`config.mk`:
```
export PLATFORM = sky130hd
export DESIGN_NAME = ga_mutation_multi_flat
export DESIGN_NICKNAME = d
export VERILOG_FILES = /design/src/rtl/ga_mut_pkg.sv /design/src/rtl/ga_mutation_multi_if.sv /design/src/rtl/ga_lfsr.sv /design/src/rtl/ga_mutation_multi.sv /design/src/flat_wrapper.sv
export SDC_FILE = /design/constraint.sdc
export NUM_CORES = 1
export LEC_CHECK = 0
export CORE_MARGIN = 2
export CORE_UTILIZATION = 35
export CTS_CLUSTER_DIAMETER = 120
export DETAILED_ROUTE_END_ITERATION = 10
export PLACE_DENSITY = 0.62
export SKIP_CTS_REPAIR_TIMING = 1
export SLEW_MARGIN = 10
export SYNTH_ARGS = -nofsm -noshare
export SYNTH_HDL_FRONTEND = slang
export SYNTH_SLANG_ARGS = --single-unit
```
`constraint.sdc`:
```
create_clock -name clk -period 5.9 [get_ports clk]
set_input_delay 0.59 -clock clk [delete_from_list [all_inputs] [get_ports clk]]
set_output_delay 0.59 -clock clk [all_outputs]
set_load 0.02 [all_outputs]
```
`src/rtl/ga_mut_pkg.sv`:
```
// Shared types and constants for the multi-gene mutation stage:
// mutation modes, FSM state encoding and the LFSR polynomial/seed.
package ga_mut_pkg;

    typedef enum logic [1:0] {
        MODE_BITFLIP = 2'd0,
        MODE_REPLACE = 2'd1,
        MODE_SWAP    = 2'd2,
        MODE_PASS    = 2'd3
    } mut_mode_e;

    // FSM state encoding, kept as plain constants so older blocks can share it
    typedef logic [1:0] mut_state_t;
    localparam mut_state_t ST_IDLE   = 2'd0;
    localparam mut_state_t ST_DRAW   = 2'd1;
    localparam mut_state_t ST_MUTATE = 2'd2;
    localparam mut_state_t ST_PUSH   = 2'd3;

    // x^16 + x^14 + x^13 + x^11 + 1 in right-shifting Galois form
    localparam logic [15:0] LFSR_POLY16  = 16'hB400;
    localparam logic [15:0] LFSR_DEFAULT = 16'hACE1;

    // Galois tap mask for a given LFSR width; unlisted widths fall back to the 16-bit taps
    function automatic logic [31:0] lfsr_taps(input int width);
        logic [31:0] taps;
        case (width)
            7:       taps = 32'h0000_0060;
            8:       taps = 32'h0000_00B8;
            16:      taps = {16'h0000, LFSR_POLY16};
            24:      taps = 32'h00E1_0000;
            32:      taps = 32'h8020_0003;
            default: taps = {16'h0000, LFSR_POLY16};
        endcase
        return taps;
    endfunction

endpackage

```
`src/rtl/ga_mutation_multi_if.sv`:
```
// Child-in / queue-out handshake bundle of the mutation stage.
// master = producer/consumer side (crossover and downstream queue), slave = mutation block.
interface ga_mutation_multi_if #(
    parameter int DATA_W = 8,
    parameter int M_MAX  = 8
);
    localparam int CHROM_W = DATA_W * M_MAX;

    logic               child_valid;
    logic [CHROM_W-1:0] child;
    logic               child_ack;
    logic               queue_full;
    logic               queue_push;
    logic [CHROM_W-1:0] queue_chromosome;

    modport master (
        output child_valid, child, queue_full,
        input  child_ack, queue_push, queue_chromosome
    );

    modport slave (
        input  child_valid, child, queue_full,
        output child_ack, queue_push, queue_chromosome
    );

endinterface

```
`src/rtl/ga_lfsr.sv`:
```
// Galois LFSR random source. Hard reset loads the default seed, soft reset loads
// the supplied seed (or the default when the seed is zero, to avoid the lock-up state).
module ga_lfsr import ga_mut_pkg::*; #(
    parameter int W = 16
) (
    input  logic         clk,
    input  logic         rst,
    input  logic         sw_rst,
    input  logic [W-1:0] seed,
    input  logic         advance,
    output logic [W-1:0] value
);

    localparam logic [W-1:0] POLY        = W'(lfsr_taps(W));
    localparam logic [W-1:0] DEFAULT_VAL = W'(LFSR_DEFAULT);

    // Reseed on either reset, otherwise shift once per advance request
    always_ff @(posedge clk or posedge rst) begin
        if (rst) begin
            value <= DEFAULT_VAL;
        end else if (sw_rst) begin
            value <= (seed == '0) ? DEFAULT_VAL : seed;
        end else if (advance) begin
            value <= value[0] ? ((value >> 1) ^ POLY) : (value >> 1);
        end
    end

endmodule

```
`src/rtl/ga_mutation_multi.sv`:
```
// Multi-gene mutation stage of the GA pipeline. Accepts one child, decides once
// whether to mutate it, applies K single-gene mutations (one per cycle) and
// pushes the result into the downstream queue, counting mutated pushes.
module ga_mutation_multi import ga_mut_pkg::*; #(
    parameter  int DATA_W    = 8,
    parameter  int M_MAX     = 8,
    parameter  int MAX_GENES = 4,
    parameter  int LFSR_W    = 16,
    localparam int IDX_W     = $clog2(M_MAX),
    localparam int NG_W      = $clog2(MAX_GENES + 1)
) (
    input  logic              clk,
    input  logic              rst,
    input  logic              sw_rst,
    input  logic [IDX_W:0]    cnfg_m,
    input  logic [1:0]        cnfg_mode,
    input  logic [6:0]        cnfg_rate,
    input  logic [NG_W-1:0]   cnfg_num_genes,
    input  logic [LFSR_W-1:0] cnfg_seed,
    ga_mutation_multi_if.slave bus,
    output logic [15:0]       mut_cnt
);

    localparam int CHROM_W = M_MAX * DATA_W;
    localparam int BIT_W   = $clog2(DATA_W);

    mut_state_t         state;
    logic [CHROM_W-1:0] chrom_buf;
    logic [CHROM_W-1:0] mut_buf;
    logic [IDX_W:0]     sh_m;
    mut_mode_e          sh_mode;
    logic [6:0]         sh_rate;
    logic [NG_W-1:0]    sh_left;
    logic [NG_W-1:0]    k_init;
    logic               do_mut;
    logic               draw_hit;

    logic [LFSR_W-1:0]  lfsr;
    logic               lfsr_adv;
    logic               lfsr_unused;

    logic [2*IDX_W:0]   prod1;
    logic [2*IDX_W:0]   prod2;
    logic [IDX_W:0]     idx1_full;
    logic [IDX_W:0]     idx2_full;
    logic [IDX_W-1:0]   idx1;
    logic [IDX_W-1:0]   idx2;
    logic               idx1_ok;
    logic               idx2_ok;
    logic               swap_ok;
    logic [BIT_W-1:0]   flip_sel;
    logic [DATA_W-1:0]  flip_mask;
    logic [DATA_W-1:0]  rnd_gene;
    logic [DATA_W-1:0]  gene_a;
    logic [DATA_W-1:0]  gene_b;

    // The random source only moves while a decision or a gene mutation consumes it
    assign lfsr_adv    = (state == ST_DRAW) || (state == ST_MUTATE);
    assign lfsr_unused = ^lfsr;

    ga_lfsr #(.W(LFSR_W)) u_lfsr (
        .clk     (clk),
        .rst     (rst),
        .sw_rst  (sw_rst),
        .seed    (cnfg_seed),
        .advance (lfsr_adv),
        .value   (lfsr)
    );

    // Number of mutation cycles for a new child: zero means one, large values clamp to MAX_GENES
    always_comb begin
        if (cnfg_num_genes == '0) begin
            k_init = NG_W'(1);
        end else if (cnfg_num_genes > NG_W'(MAX_GENES)) begin
            k_init = NG_W'(MAX_GENES);
        end else begin
            k_init = cnfg_num_genes;
        end
    end

    // Derive gene indices (scaled into 0..m-1), flip mask and replacement gene from the LFSR
    always_comb begin
        prod1     = {{(IDX_W+1){1'b0}}, lfsr[IDX_W-1:0]} * {{IDX_W{1'b0}}, sh_m};
        prod2     = {{(IDX_W+1){1'b0}}, lfsr[2*IDX_W-1:IDX_W]} * {{IDX_W{1'b0}}, sh_m};
        idx1_full = prod1[2*IDX_W:IDX_W];
        idx2_full = prod2[2*IDX_W:IDX_W];
        idx1      = idx1_full[IDX_W-1:0];
        idx2      = idx2_full[IDX_W-1:0];
        idx1_ok   = (idx1_full < sh_m) && (idx1_full < (IDX_W+1)'(M_MAX));
        idx2_ok   = (idx2_full < sh_m) && (idx2_full < (IDX_W+1)'(M_MAX));
        swap_ok   = idx1_ok && idx2_ok && (idx1 != idx2) && (sh_m > (IDX_W+1)'(1));
        flip_sel  = lfsr[2*IDX_W +: BIT_W];
        flip_mask = {{(DATA_W-1){1'b0}}, 1'b1} << flip_sel;
        rnd_gene  = lfsr[2*IDX_W +: DATA_W];
        draw_hit  = (lfsr[6:0] < sh_rate) && (sh_mode != MODE_PASS);
    end

    // Build the chromosome after one gene mutation; genes outside 0..m-1 are never touched
    always_comb begin
        gene_a  = '0;
        gene_b  = '0;
        for (int i = 0; i < M_MAX; i++) begin
            if (idx1 == IDX_W'(i)) gene_a = chrom_buf[i*DATA_W +: DATA_W];
            if (idx2 == IDX_W'(i)) gene_b = chrom_buf[i*DATA_W +: DATA_W];
        end
        mut_buf = chrom_buf;
        for (int i = 0; i < M_MAX; i++) begin
            if (idx1_ok && (idx1 == IDX_W'(i))) begin
                case (sh_mode)
                    MODE_BITFLIP: mut_buf[i*DATA_W +: DATA_W] = gene_a ^ flip_mask;
                    MODE_REPLACE: mut_buf[i*DATA_W +: DATA_W] = rnd_gene;
                    MODE_SWAP:    if (swap_ok) mut_buf[i*DATA_W +: DATA_W] = gene_b;
                    default:      ;
                endcase
            end
            if (swap_ok && (sh_mode == MODE_SWAP) && (idx2 == IDX_W'(i))) begin
                mut_buf[i*DATA_W +: DATA_W] = gene_a;
            end
        end
    end

    // Control FSM: accept child, draw the mutate decision, mutate K genes, push when the queue has room
    always_ff @(posedge clk or posedge rst) begin
        if (rst) begin
            state                <= ST_IDLE;
            bus.child_ack        <= 1'b0;
            bus.queue_push       <= 1'b0;
            bus.queue_chromosome <= '0;
            mut_cnt              <= '0;
            chrom_buf            <= '0;
            sh_m                 <= '0;
            sh_mode              <= MODE_BITFLIP;
            sh_rate              <= '0;
            sh_left              <= '0;
            do_mut               <= 1'b0;
        end else if (sw_rst) begin
            state                <= ST_IDLE;
            bus.child_ack        <= 1'b0;
            bus.queue_push       <= 1'b0;
            bus.queue_chromosome <= '0;
            mut_cnt              <= '0;
            chrom_buf            <= '0;
            sh_m                 <= '0;
            sh_mode              <= MODE_BITFLIP;
            sh_rate              <= '0;
            sh_left              <= '0;
            do_mut               <= 1'b0;
        end else begin
            bus.child_ack  <= 1'b0;
            bus.queue_push <= 1'b0;
            case (state)
                ST_IDLE: begin
                    if (bus.child_valid) begin
                        bus.child_ack <= 1'b1;
                        chrom_buf     <= bus.child;
                        sh_m          <= cnfg_m;
                        sh_mode       <= mut_mode_e'(cnfg_mode);
                        sh_rate       <= cnfg_rate;
                        sh_left       <= k_init;
                        state         <= ST_DRAW;
                    end
                end
                ST_DRAW: begin
                    do_mut <= draw_hit;
                    state  <= draw_hit ? ST_MUTATE : ST_PUSH;
                end
                ST_MUTATE: begin
                    chrom_buf <= mut_buf;
                    sh_left   <= sh_left - NG_W'(1);
                    if (sh_left <= NG_W'(1)) begin
                        state <= ST_PUSH;
                    end
                end
                ST_PUSH: begin
                    if (!bus.queue_full) begin
                        bus.queue_push       <= 1'b1;
                        bus.queue_chromosome <= chrom_buf;
                        if (do_mut && (mut_cnt != 16'hFFFF)) begin
                            mut_cnt <= mut_cnt + 16'd1;
                        end
                        state <= ST_IDLE;
                    end
                end
                default: state <= ST_IDLE;
            endcase
        end
    end

endmodule
```
`src/flat_wrapper.sv`:
```
// flat-port wrapper written by rule: the top's interface ports become plain ports
module ga_mutation_multi_flat import ga_mut_pkg::*;
#(
    parameter  int DATA_W    = 8,
    parameter  int M_MAX     = 8,
    parameter  int MAX_GENES = 4,
    parameter  int LFSR_W    = 16,
    localparam int IDX_W     = $clog2(M_MAX),
    localparam int NG_W      = $clog2(MAX_GENES + 1)
)
  (clk, rst, sw_rst, cnfg_m, cnfg_mode, cnfg_rate, cnfg_num_genes, cnfg_seed, mut_cnt, bus_child_valid, bus_child, bus_queue_full, bus_child_ack, bus_queue_push, bus_queue_chromosome);
  ga_mutation_multi_if #(.DATA_W(DATA_W), .M_MAX(M_MAX)) bus_i ();
  input  logic clk;
  input  logic rst;
  input  logic sw_rst;
  input  logic [IDX_W:0] cnfg_m;
  input  logic [1:0] cnfg_mode;
  input  logic [6:0] cnfg_rate;
  input  logic [NG_W-1:0] cnfg_num_genes;
  input  logic [LFSR_W-1:0] cnfg_seed;
  output logic [15:0] mut_cnt;
  input wire logic [$bits(bus_i.child_valid)-1:0] bus_child_valid;
  input wire logic [$bits(bus_i.child)-1:0] bus_child;
  input wire logic [$bits(bus_i.queue_full)-1:0] bus_queue_full;
  output wire logic [$bits(bus_i.child_ack)-1:0] bus_child_ack;
  output wire logic [$bits(bus_i.queue_push)-1:0] bus_queue_push;
  output wire logic [$bits(bus_i.queue_chromosome)-1:0] bus_queue_chromosome;
  assign bus_i.child_valid = bus_child_valid;
  assign bus_i.child = bus_child;
  assign bus_i.queue_full = bus_queue_full;
  assign bus_child_ack = bus_i.child_ack;
  assign bus_queue_push = bus_i.queue_push;
  assign bus_queue_chromosome = bus_i.queue_chromosome;
  ga_mutation_multi #(.DATA_W(DATA_W), .M_MAX(M_MAX), .MAX_GENES(MAX_GENES), .LFSR_W(LFSR_W)) u_core (.clk(clk), .rst(rst), .sw_rst(sw_rst), .cnfg_m(cnfg_m), .cnfg_mode(cnfg_mode), .cnfg_rate(cnfg_rate), .cnfg_num_genes(cnfg_num_genes), .cnfg_seed(cnfg_seed), .bus(bus_i), .mut_cnt(mut_cnt));
endmodule
```
# Word-level counts from Yosys, hierarchy flattened
# Index checks and enable logic that the tools add are counted.
totals:
  register_bits: 181
  ramBits: 0
  latch_bits: 0
  input_bits: 101
  mem_count: 0
  romBits: 0
classes:
  bitwise: 2
  addsub: 2
  reduce_logical: 51
  mul: 2
  shift: 1
  muxes: 76
  n_lt_le_gt_ge: 8
  div_mod_pow: 0
  eq_ne: 50
op_table:
  columns: ["operator", "count"]
  rows:
  - ["$mux W64", 5]
  - ["$mux W8", 33]
  - ["$mux W16", 8]
  - ["$pmux W64 S2", 1]
  - ["$ne A6 B6 Y1 const B", 8]
  - ["$ne A5 B4 Y1 const B", 8]
  - ["$reduce_and A5 Y1", 8]
  - ["$ne A4 B4 Y1 const B", 8]
  - ["$eq A3 B3 Y1 const B", 8]
  - ["$logic_and A1 B1 Y1", 24]
  - ["$pmux W8 S3", 1]
  - ["$mux W7", 3]
  - ["$add A16 B1 Y16 const B", 1]
  - ["$logic_not A16 Y1", 1]
  - ["$ne A16 B16 Y1 const B", 1]
  - ["$mul A3 B4 Y7", 2]
  - ["$mux W2", 7]
  - ["$eq A3 B2 Y1 const B", 4]
  - ["$mux W3", 4]
  - ["$mux W4", 3]
  - ["$reduce_bool A2 Y1", 6]
  - ["$logic_not A3 Y1", 3]
  - ["$mux W1", 9]
  - ["$ne A3 B3 Y1 const B", 3]
  - ["22 further kinds", 33]

# Logic depth before layout (Yosys ltp)
# Gate-level depths: netlist of run 1.
logic_depth:
  depth_word: 16
  mapped_depth: 20

# Hierarchy
# From an unflattened synthesis of run 1, not the netlist that was laid out.
unflattened:
  hier_cells: 1151
  area_unflattened_um2: 11113.2
modules_own_cells:
  columns: ["module", "n_inst", "cells_each", "area_per_inst_um2"]
  rows:
  - ["ga_mutation_multi", 1, 1079, 10272.4]
  - ["ga_lfsr", 1, 72, 840.8]

# Least setup slack after synthesis of run 1
# OpenSTA, ideal clock, no wires.
synth_timing:
  path_type: "flip-flop to flip-flop"
  start: "reg u_core.u_lfsr.value[5]"
  end: "reg u_core.chrom_buf[60]"
  path_slack_ns: 1.245
  synth_period_minus_slack_ns: 4.655
  setup_time_ns: 0.121
  path_buffers: 1
  t_arrival_ns: 4.534
  path_stages_with_launch: 17
  cell_sequence: "dfstp_2 > nand2_1 > fa_1 > and4b_1 > nand2_1 > fa_1 > xor2_2 > inv_2 > ha_1 > a21boi_1 > o31ai_1 > nand4_2 > nor2_1 > buf_2 > nand3_1 > a31o_2 > a22o_1"
synth_via:
  elab_chain_len: 16
synth_lines:
  columns: ["element", "line_no", "text"]
  rows:
  - ["from (decl)", "ga_lfsr.sv:11", "output logic [W-1:0] value"]
  - ["from (signal assigned)", "ga_lfsr.sv:22", "value <= (seed == '0) ? DEFAULT_VAL : seed;"]
  - ["from (signal assigned)", "ga_lfsr.sv:24", "value <= value[0] ? ((value >> 1) ^ POLY) : (value >> 1);"]
  - ["$mul A3 B4 Y7 *", "ga_mutation_multi.sv:84", "prod2 = {{(IDX_W+1){1'b0}}, lfsr[2*IDX_W-1:IDX_W]} * {{IDX_W{1'b0}}, sh_m};"]
  - ["$logic_not A3 Y1", "ga_mutation_multi.sv:104", "if (idx2 == IDX_W'(i)) gene_b = chrom_buf[i*DATA_W +: DATA_W];"]
  - ["$mux W8 (8 in a row)", "ga_mutation_multi.sv:104", null]
  - ["$mux W8", "ga_mutation_multi.sv:112", "MODE_SWAP: if (swap_ok) mut_buf[i*DATA_W +: DATA_W] = gene_b;"]
  - ["$pmux W8 S3", "ga_mutation_multi.sv:109", "case (sh_mode)"]
  - ["$mux W8", "ga_mutation_multi.sv:108", "if (idx1_ok && (idx1 == IDX_W'(i))) begin"]
  - ["$mux W8", "ga_mutation_multi.sv:116", "if (swap_ok && (sh_mode == MODE_SWAP) && (idx2 == IDX_W'(i))) begin"]
  - ["$pmux W64 S2", "ga_mutation_multi.sv:151", "case (state)"]
  - ["$mux W64", "ga_mutation_multi.sv:136", "end else if (sw_rst) begin"]
  - ["to (signal assigned)", "ga_mutation_multi.sv:155", "chrom_buf <= bus.child;"]
  - ["to (signal assigned)", "ga_mutation_multi.sv:168", "chrom_buf <= mut_buf;"]
  - ["to (decl)", "ga_mutation_multi.sv:28", "logic [CHROM_W-1:0] chrom_buf;"]
# Every way passes the cells marked *; elsewhere a longest branch is shown, timed or not. The select of a mux whose other input is x is not followed.
# A chain may end at the register's enable or synchronous reset.

# Final worst setup path of run 1
layout_timing:
  start: "reg u_core.u_lfsr.value[0]"
  end: "reg u_core.chrom_buf[50]"
layout_via:
  elab_chain_len: 16
layout_lines:
  columns: ["element", "line_no", "text"]
  rows:
  - ["$mul A3 B4 Y7 *", "ga_mutation_multi.sv:83", "prod1 = {{(IDX_W+1){1'b0}}, lfsr[IDX_W-1:0]} * {{IDX_W{1'b0}}, sh_m};"]
  - ["$logic_not A3 Y1", "ga_mutation_multi.sv:103", "if (idx1 == IDX_W'(i)) gene_a = chrom_buf[i*DATA_W +: DATA_W];"]
  - ["$mux W8 (8 in a row)", "ga_mutation_multi.sv:103", null]
  - ["$xor A8 B8 Y8", "ga_mutation_multi.sv:110", "MODE_BITFLIP: mut_buf[i*DATA_W +: DATA_W] = gene_a ^ flip_mask;"]
  - ["$pmux W8 S3", "ga_mutation_multi.sv:109", null]
  - ["$mux W8", "ga_mutation_multi.sv:108", null]
  - ["$mux W8", "ga_mutation_multi.sv:116", null]
  - ["$pmux W64 S2", "ga_mutation_multi.sv:151", null]
  - ["$mux W64", "ga_mutation_multi.sv:136", null]
# Marks and branches as above.

==> qor.csv, run 1 <==
stage,metric,value,unit
synth,post-synth-top-area-cell,sky130_fd_sc_hd__dfrtp_1,
floorplan,design.portCount,183,
sta,timing_hold_violations_final,0,
synth,portion_of_the_post_synthesis_area_used_by_sequential_elements,39.82,%
route,drc,0,
flow_run,max_cap_viol,0,
sta,period_minus_slack,5382,ps
route,wl_per_cell,23.49,microns
cts,clk_path_buf_depth,2,
critical_path,required,6220,ps
global_route,grt_pass1_wl,65650,microns
critical_path,worst-endpoint-arrival,5700,ps
cts,clock-sinks,181,
final_layout,register_area,4539,sq um
route,detail_route.first_pass.iterations,5,
final_layout,fin_nets,1545,
synth,synth-warning-count,0,
synth,syn_avg_cell_area,9.012,sq um
route,totalWireLength,43720,microns
sta,grt_setup_unrepaired,no,
global_route,use_met3,4.525,%
synth,synth_seq_cells,181,
power_and_ir_drop,vdd.ir_drop.worst,0.0002210,V
sta,final.period_utilization,91.23,%
floorplan,floorplan.initialDensity,35.31,%
synth,synth.net_count,1404,
cts,tritoncts,done,
global_route,antenna_found_initial,0,
power_and_ir_drop,p_leak,5.665,nW
synth,top_flip_flop_cell_by_instance_count_after_synthesis,sky130_fd_sc_hd__dfrtp_1,
global_route,peak_usage_layer_in_the_global_routing_report,met2,
synth,synth.area.top_cells,"sky130_fd_sc_hd__dfrtp_1 (38%), sky130_fd_sc_hd__nand2_1 (8.3%), sky130_fd_sc_hd__mux4_2 (6.1%)",
final_layout,antenna_fix_cells,0,
sta,fin_skew,12.12,ps
cts,worst_setup_hold_path_clk_slew,80,ps
sta,slew-limit-headroom,16.08,%
hold_path,timing.hold.worst_path_depth,2,
sta,fin_setup_tns,0,ps
hold_path,min_path_type,flop to flop,
global_route,pin_count_of_the_biggest_net_entering_global_routing,104,
sta,max_clock_freq,185.8,MHz
synth,mappedNetlistArea,11400,sq um
floorplan,chipWidth,184.5,microns
critical_path,r2r_cells,14,
final_layout,area_delta_synth_final,24.83,%
floorplan,dieArea,34030,sq um
placement,dp_hpwl,31940,microns
global_route,global_route.usage.met1,38.47,%
placement,placement.io_buffers,182,
route,vias_per_cell,5.800,
route,drt_iter0_markers,1144,
final_layout,postLayoutCoreUtil,44.07,%
synth,synthesis.instances,1265,
global_route,globalRouteOverflowTotal,0,
final_layout,fillerInstances,3176,
final_layout,final_layout_size_suffix_gt1_share,10.29,%
power_and_ir_drop,powerDensity,421.8,nW/um^2
cts,cts-root-buf,sky130_fd_sc_hd__clkbuf_16,
critical_path,crit_path_start_kind,flop,
synth,synth.most_common_cell,sky130_fd_sc_hd__nand2_1,
sta,final-setup-viol-count,0,
critical_path,crit_type,flop to flop,
status,status,finished clean,
floorplan,die_height,184.5,microns
cts,clk_latency,440,ps
route,num_vias,10790,
synth,netlist.area_leader.share,37.98,%
final_layout,multi_input_area,6395,sq um
global_route,grt_pass1_vias,10260,
synth,yosys-top-cells-count,"sky130_fd_sc_hd__nand2_1 (252), sky130_fd_sc_hd__dfrtp_1 (173), sky130_fd_sc_hd__a21oi_1 (129)",
route,post_route_ant_nets,0,
global_route,grt_use_met2,38.78,%
sta,worst-slew-pin-transition,1253,ps
critical_path,worst-path-max-fanout,10,
cts,cts_max_level,4,
synth,synth_enable_flop_cells,0,
floorplan,floorplan.core_area,32290,sq um
synth,ys_async_sr_fraction,100.0,%
critical_path,timing.critical_path.to_type,flop,
global_route,globalRouteTotalUtil,25.96,%
sta,report.final.slew_viol_count,0,
floorplan,placementRows,66,
synth,yosys.cell_types.count,80,
cts,cts_buffers,17,
placement,placer_congestion,1.032,
-- power breakdown --
part           internal (mW)  leakage [nW]  switching [mW]
registers               1.51          2.44           0.441
clock network          0.572         0.288           0.592
logic                   1.08          2.94            1.81
-- worst max-delay path, stage by stage, from the launching register on --
cell	delay (ps)
sky130_fd_sc_hd__dfstp_2	680
sky130_fd_sc_hd__nand2_1	120
sky130_fd_sc_hd__fa_1	580
sky130_fd_sc_hd__nor3_1	80
sky130_fd_sc_hd__fa_1	530
sky130_fd_sc_hd__xnor2_4	430
sky130_fd_sc_hd__inv_2	240
sky130_fd_sc_hd__buf_4	250
sky130_fd_sc_hd__mux4_2	430
sky130_fd_sc_hd__mux2i_2	110
sky130_fd_sc_hd__buf_4	200
sky130_fd_sc_hd__o221ai_1	530
sky130_fd_sc_hd__nand2_1	480
sky130_fd_sc_hd__o21ai_0	470
sky130_fd_sc_hd__o21ai_0	130
-- per-layer routing --
| metal | wire, microns | up-vias |
|---|---|---|
| met1 | 20120 | 5367 |
| li1 | - | 4861 |
| met5 | 0 | - |
| met2 | 19060 | 520 |
| met3 | 3631 | 46 |
| met4 | 909 | 0 |
-- stage by stage --
stage / power, mW / std cells / hold slack, ps / worst slack, ps / instance area (sq um)
after global routing: 6.270 / 1861 / 537.6 / 301.9 / 14230
after global placement: 4.775 / 1829 / 467.4 / 546.0 / 13640
after detailed placement: 4.757 / 1829 / 474.0 / 643.8 / 13640
after CTS: 5.937 / 1861 / 492.2 / 650.1 / 14230
final: 6.002 / 1861 / 491.1 / 517.5 / 14230
after floorplan: 3.608 / 1265 / 449.8 / 407.9 / 11400
-- layout by cell type, fill, tap and decap left out, types with 5 or more instances in the layout --
cell / synthesis / final
sky130_fd_sc_hd__a32o_1: 27 / 27
sky130_fd_sc_hd__a31oi_1: 12 / 12
sky130_fd_sc_hd__dfrtp_1: 173 / 173
sky130_fd_sc_hd__and2_1: 11 / 11
sky130_fd_sc_hd__clkbuf_16: 0 / 17
sky130_fd_sc_hd__inv_6: 0 / 5
sky130_fd_sc_hd__clkdlybuf4s50_1: 0 / 181
sky130_fd_sc_hd__and3_1: 8 / 8
sky130_fd_sc_hd__o211ai_1: 6 / 6
sky130_fd_sc_hd__xor2_1: 12 / 12
sky130_fd_sc_hd__xnor2_1: 7 / 7
sky130_fd_sc_hd__nor3_1: 13 / 13
sky130_fd_sc_hd__nand4_1: 12 / 12
sky130_fd_sc_hd__inv_1: 33 / 32
sky130_fd_sc_hd__a22oi_1: 12 / 12
sky130_fd_sc_hd__mux4_2: 31 / 31
sky130_fd_sc_hd__mux2_2: 15 / 15
sky130_fd_sc_hd__nand3_1: 17 / 17
sky130_fd_sc_hd__dfstp_2: 8 / 8
sky130_fd_sc_hd__o21ai_1: 8 / 7
sky130_fd_sc_hd__a31o_2: 6 / 6
sky130_fd_sc_hd__ha_1: 32 / 31
sky130_fd_sc_hd__fa_1: 6 / 6
sky130_fd_sc_hd__a21oi_1: 129 / 129
sky130_fd_sc_hd__a32oi_1: 16 / 16
sky130_fd_sc_hd__a21o_1: 12 / 12
sky130_fd_sc_hd__or3_1: 12 / 12
sky130_fd_sc_hd__nand2_1: 252 / 252
sky130_fd_sc_hd__nand2b_1: 7 / 6
sky130_fd_sc_hd__nor2_1: 95 / 95
sky130_fd_sc_hd__mux2i_1: 24 / 23
sky130_fd_sc_hd__buf_4: 1 / 24
sky130_fd_sc_hd__nor4_1: 7 / 7
sky130_fd_sc_hd__o21ai_0: 90 / 90
sky130_fd_sc_hd__o22a_1: 9 / 9
sky130_fd_sc_hd__and4_1: 5 / 5
-- registers in the layout, summed over array words and instances, names as in the netlist --
name and flops:
u_core.u_lfsr.value 16, u_core.bus.queue_push 1, u_core.bus.queue_chromosome 64, u_core.sh_rate 7
u_core.sh_m 4, u_core.mut_cnt 16, u_core.do_mut 1, u_core.state 2
u_core.bus.child_ack 1, u_core.chrom_buf 64, u_core.sh_left 3, u_core.sh_mode 2
-- area by class of cell --
class / count / share of cell area [%]
multi-input cells: 964 / 44.94
flip-flops and latches: 181 / 31.90
repair buffers: 206 / 14.14
well taps: 442 / 3.886
clock buffers: 18 / 3.016
clock inverters: 14 / 1.134
inverters: 36 / 0.9848
-- kinds of logic (layout without fill, tap and decap cells) --
| family | count (synthesis) | after routing | synth area share [%] |
|---|---|---|---|
| and+or+nand+nor | 454 | 454 | 17.40 |
| AOI/OAI and AO/OA | 379 | 379 | 22.06 |
| DFF | 181 | 181 | 39.82 |
| buffers and inverters | 120 | 274 | 4.259 |
| muxes | 71 | 71 | 9.911 |
| adders and majority gates | 38 | 38 | 4.566 |
| xor gates and xnor gates | 22 | 22 | 1.987 |
-- worst paths after layout --
check	end	slack (ps)	startpoint
min	u_core.sh_left[1]$_DFFE_PP0P_	490	u_core.sh_left[1]$_DFFE_PP0P_
min reg2reg	u_core.sh_left[1]$_DFFE_PP0P_	490	u_core.sh_left[1]$_DFFE_PP0P_
min in group asynchronous	u_core.sh_rate[1]$_DFFE_PP0P_	650	rst
max	u_core.chrom_buf[50]$_DFFE_PP0P_	520	u_core.u_lfsr.value[0]$_DFFE_PP1P_
max reg2reg	u_core.chrom_buf[50]$_DFFE_PP0P_	520	u_core.u_lfsr.value[0]$_DFFE_PP1P_
max in group asynchronous	u_core.chrom_buf[12]$_DFFE_PP0P_	4180	rst
No activity file was read; power rests on OpenSTA's default activity.
==> inputs of run 2 (changes only) <==
Settings changed: CORE_MARGIN 2 to 4, SETUP_SLACK_MARGIN set to 0.3, SYNTH_HIERARCHICAL set to 1.
==> qor.csv, run 2 <==
stage,metric,value,unit
status,status,finished clean,
route,vias_per_cell,6.080,
cts,cts-root-buf,sky130_fd_sc_hd__clkbuf_16,
cts,cts_max_level,4,
final_layout,fin_nets,1454,
floorplan,dieArea,34670,sq um
global_route,globalRouteOverflowTotal,0,
synth,synthesis.instances,1151,
final_layout,final_layout_size_suffix_gt1_share,11.76,%
route,route.layer.met1.wl,17160,microns
sta,final-setup-viol-count,0,
sta,fin_skew,25.06,ps
sta,worst-slew-pin-transition,1053,ps
critical_path,worst-endpoint-arrival,5750,ps
cts,clk_latency,450,ps
sta,fin_setup_tns,0,ps
flow_run,max_cap_viol,0,
route,totalWireLength,40690,microns
synth,synth.net_count,1291,
floorplan,floorplan.initialDensity,35.86,%
critical_path,worst-path-max-fanout,10,
critical_path,timing.critical_path.to_type,flop,
power_and_ir_drop,power,5.724,mW
power_and_ir_drop,vdd.ir_drop.worst,0.0002155,V
synth,syn_avg_cell_area,9.655,sq um
floorplan,chipWidth,186.2,microns
synth,netlist.area_leader.share,38.96,%
final_layout,fillerInstances,2975,
global_route,grt_pass1_vias,10290,
final_layout,antenna_fix_cells,0,
critical_path,required,6270,ps
critical_path,crit_type,flop to flop,
hold_path,min_path_type,flop to flop,
global_route,grt_pass1_wl,61150,microns
synth,synth.area.top_cells,"sky130_fd_sc_hd__dfrtp_1 (39%), sky130_fd_sc_hd__a22o_1 (7.5%), sky130_fd_sc_hd__mux4_2 (5.3%)",
global_route,pin_count_of_the_biggest_net_entering_global_routing,81,
final_layout,reg.largest.list,"u_core/bus.queue_chromosome x64, u_core/chrom_buf x64",
placement,post_dp_cell_area,13410,sq um
route,detail_route.first_pass.iterations,8,
floorplan,die_height,186.2,microns
cts,cts_buffers,17,
cts,worst_setup_hold_path_clk_slew,80,ps
synth,mappedNetlistArea,11110,sq um
route,wl_per_cell,23.63,microns
floorplan,floorplan.core_area,30990,sq um
final_layout,area_delta_synth_final,26.20,%
synth,yosys-top-cells-count,"sky130_fd_sc_hd__dfrtp_1 (173), sky130_fd_sc_hd__nand2_1 (135), sky130_fd_sc_hd__o21ai_0 (96)",
synth,synth.most_common_cell,sky130_fd_sc_hd__dfrtp_1,
sta,final.period_utilization,91.16,%
route,post_route_ant_nets,0,
sta,timing_hold_violations_final,0,
synth,synth_enable_flop_cells,0,
synth,yosys.cell_types.count,77,
cts,tritoncts,done,
global_route,antenna_found_initial,0,
placement,placement.io_buffers,182,
synth,portion_of_the_post_synthesis_area_used_by_sequential_elements,40.85,%
power_and_ir_drop,powerDensity,408.1,nW/um^2
route,met3RoutedLength,3010,microns
placement,dp.cells,1691,
cts,clock-sinks,181,
sta,period_minus_slack,5378,ps
sta,grt_setup_unrepaired,no,
sta,max_clock_freq,185.9,MHz
route,drt_iter0_markers,1074,
floorplan,design.portCount,183,
synth,top_flip_flop_cell_by_instance_count_after_synthesis,sky130_fd_sc_hd__dfrtp_1,
placement,placer_congestion,0.9616,
route,drc,0,
final_layout,final_common_cell,sky130_fd_sc_hd__clkdlybuf4s50_1,
placement,dp_hpwl,29400,microns
final_layout,fin_cells,1722,
sta,post-route-worst-setup-slack,521.8,ps
route,route.met2.wl,18830,microns
placement,worst_slack_at_placement,312.0,ps
synth,ys_async_sr_fraction,100.0,%
synth,synth-warning-count,6,
cts,clk_path_buf_depth,2,
power_and_ir_drop,p_leak,5.907,nW
synth,post-synth-top-area-cell,sky130_fd_sc_hd__dfrtp_1,
global_route,globalRouteTotalUtil,22.96,%
final_layout,stdcell_area,14020,sq um
sta,slew-limit-headroom,29.27,%
final_layout,final_cell_mix,"sky130_fd_sc_hd__clkdlybuf4s50_1 (181), sky130_fd_sc_hd__dfrtp_1 (173), sky130_fd_sc_hd__nand2_1 (135)",
critical_path,crit_path_start_kind,flop,
route,num_vias,10470,
floorplan,placementRows,64,
sta,report.final.slew_viol_count,0,
synth,synth_seq_cells,181,
route,topRoutingLayerUsed,met4,
-- run 2: cell types whose count changed after synthesis, sizes merged, moves of 8 or more --
| cell | before | now |
|---|---|---|
| nand2 | 252 | 135 |
| a22o | 2 | 95 |
| a21oi | 132 | 47 |
| a32o | 27 | 5 |
| buf | 31 | 11 |
| a32oi | 16 | 3 |
| o221a | 0 | 8 |
-- run 2: logic make-up (layout without fill, tap and decap cells) --
group           Yosys count  in the layout  share of synthesized area (%)
xor+xnor                 23             23                          1.880
buf+inv                 106            281                          3.749
mux                      62             62                          8.647
compound gates          392            392                          25.58
fa+ha+maj                39             39                          4.796
flops                   181            181                          40.85
simple gates            348            348                          14.50
-- run 2: power breakdown --
| group | internal [mW] | total [mW] | switching (mW) |
|---|---|---|---|
| clock | 0.569 | 1.16 | 0.596 |
| sequential | 1.53 | 1.97 | 0.436 |
| combinational | 1.07 | 2.59 | 1.52 |
-- run 2: area by class of cell --
type / instances / area (sq um) / share of cell area [%]
Clock buffer: 17 / 425.4 / 3.033
Sequential cell: 181 / 4539 / 32.37
Timing Repair Buffer: 213 / 2049 / 14.61
Inverter: 37 / 143.9 / 1.026
Multi-Input combinational cell: 864 / 6210 / 44.28
Tap cell: 396 / 495.5 / 3.533
Clock inverter: 14 / 161.4 / 1.151
-- run 2: per-stage QoR --
step                      util [%]  hold WS (ps)
after floorplan                  -         483.3
after detailed placement     43.28         491.1
after CTS                    45.18         510.5
after global routing         45.26         521.6
after global placement       43.28         490.1
final                        45.26         504.9
-- run 2: path summary, 6_finish.rpt --
path                                                             startpoint                                     endpoint  slack (ps)  cells after the start
worst max-delay path                     u_core/u_lfsr/value[0]$_DFFE_PP1P_              u_core/chrom_buf[3]$_DFFE_PP0P_         520                     16
worst min-delay path            u_core/bus.queue_chromosome[18]$_DFFE_PP0P_  u_core/bus.queue_chromosome[18]$_DFFE_PP0P_         500                      1
worst max register to register           u_core/u_lfsr/value[0]$_DFFE_PP1P_              u_core/chrom_buf[3]$_DFFE_PP0P_         520                     16
worst min register to register  u_core/bus.queue_chromosome[18]$_DFFE_PP0P_  u_core/bus.queue_chromosome[18]$_DFFE_PP0P_         500                      1
max in group asynchronous                                               rst             u_core/chrom_buf[39]$_DFFE_PP0P_        4030                      3
min in group asynchronous                                               rst          u_core/u_lfsr/value[14]$_DFFE_PP0P_         680                      2
-- run 2: layer usage --
metal,vias to the layer above,track usage (%)
met5,-,0
met4,0,9.793
met3,110,3.578
met2,569,36.97
met1,5150,30.95
li1,4640,-
-- run 2: critical path, stage by stage, from the launching register on --
cell	delay, ps
sky130_fd_sc_hd__dfstp_2	640
sky130_fd_sc_hd__nand2_1	110
sky130_fd_sc_hd__fa_1	540
sky130_fd_sc_hd__inv_1	60
sky130_fd_sc_hd__ha_1	290
sky130_fd_sc_hd__and4_1	230
sky130_fd_sc_hd__a22oi_2	240
sky130_fd_sc_hd__nand2_1	110
sky130_fd_sc_hd__inv_1	200
sky130_fd_sc_hd__ha_1	270
sky130_fd_sc_hd__o21a_1	180
sky130_fd_sc_hd__a211o_1	340
sky130_fd_sc_hd__or3_4	460
sky130_fd_sc_hd__or3_4	450
sky130_fd_sc_hd__a311o_1	500
sky130_fd_sc_hd__or4_1	530
sky130_fd_sc_hd__o21ai_1	150
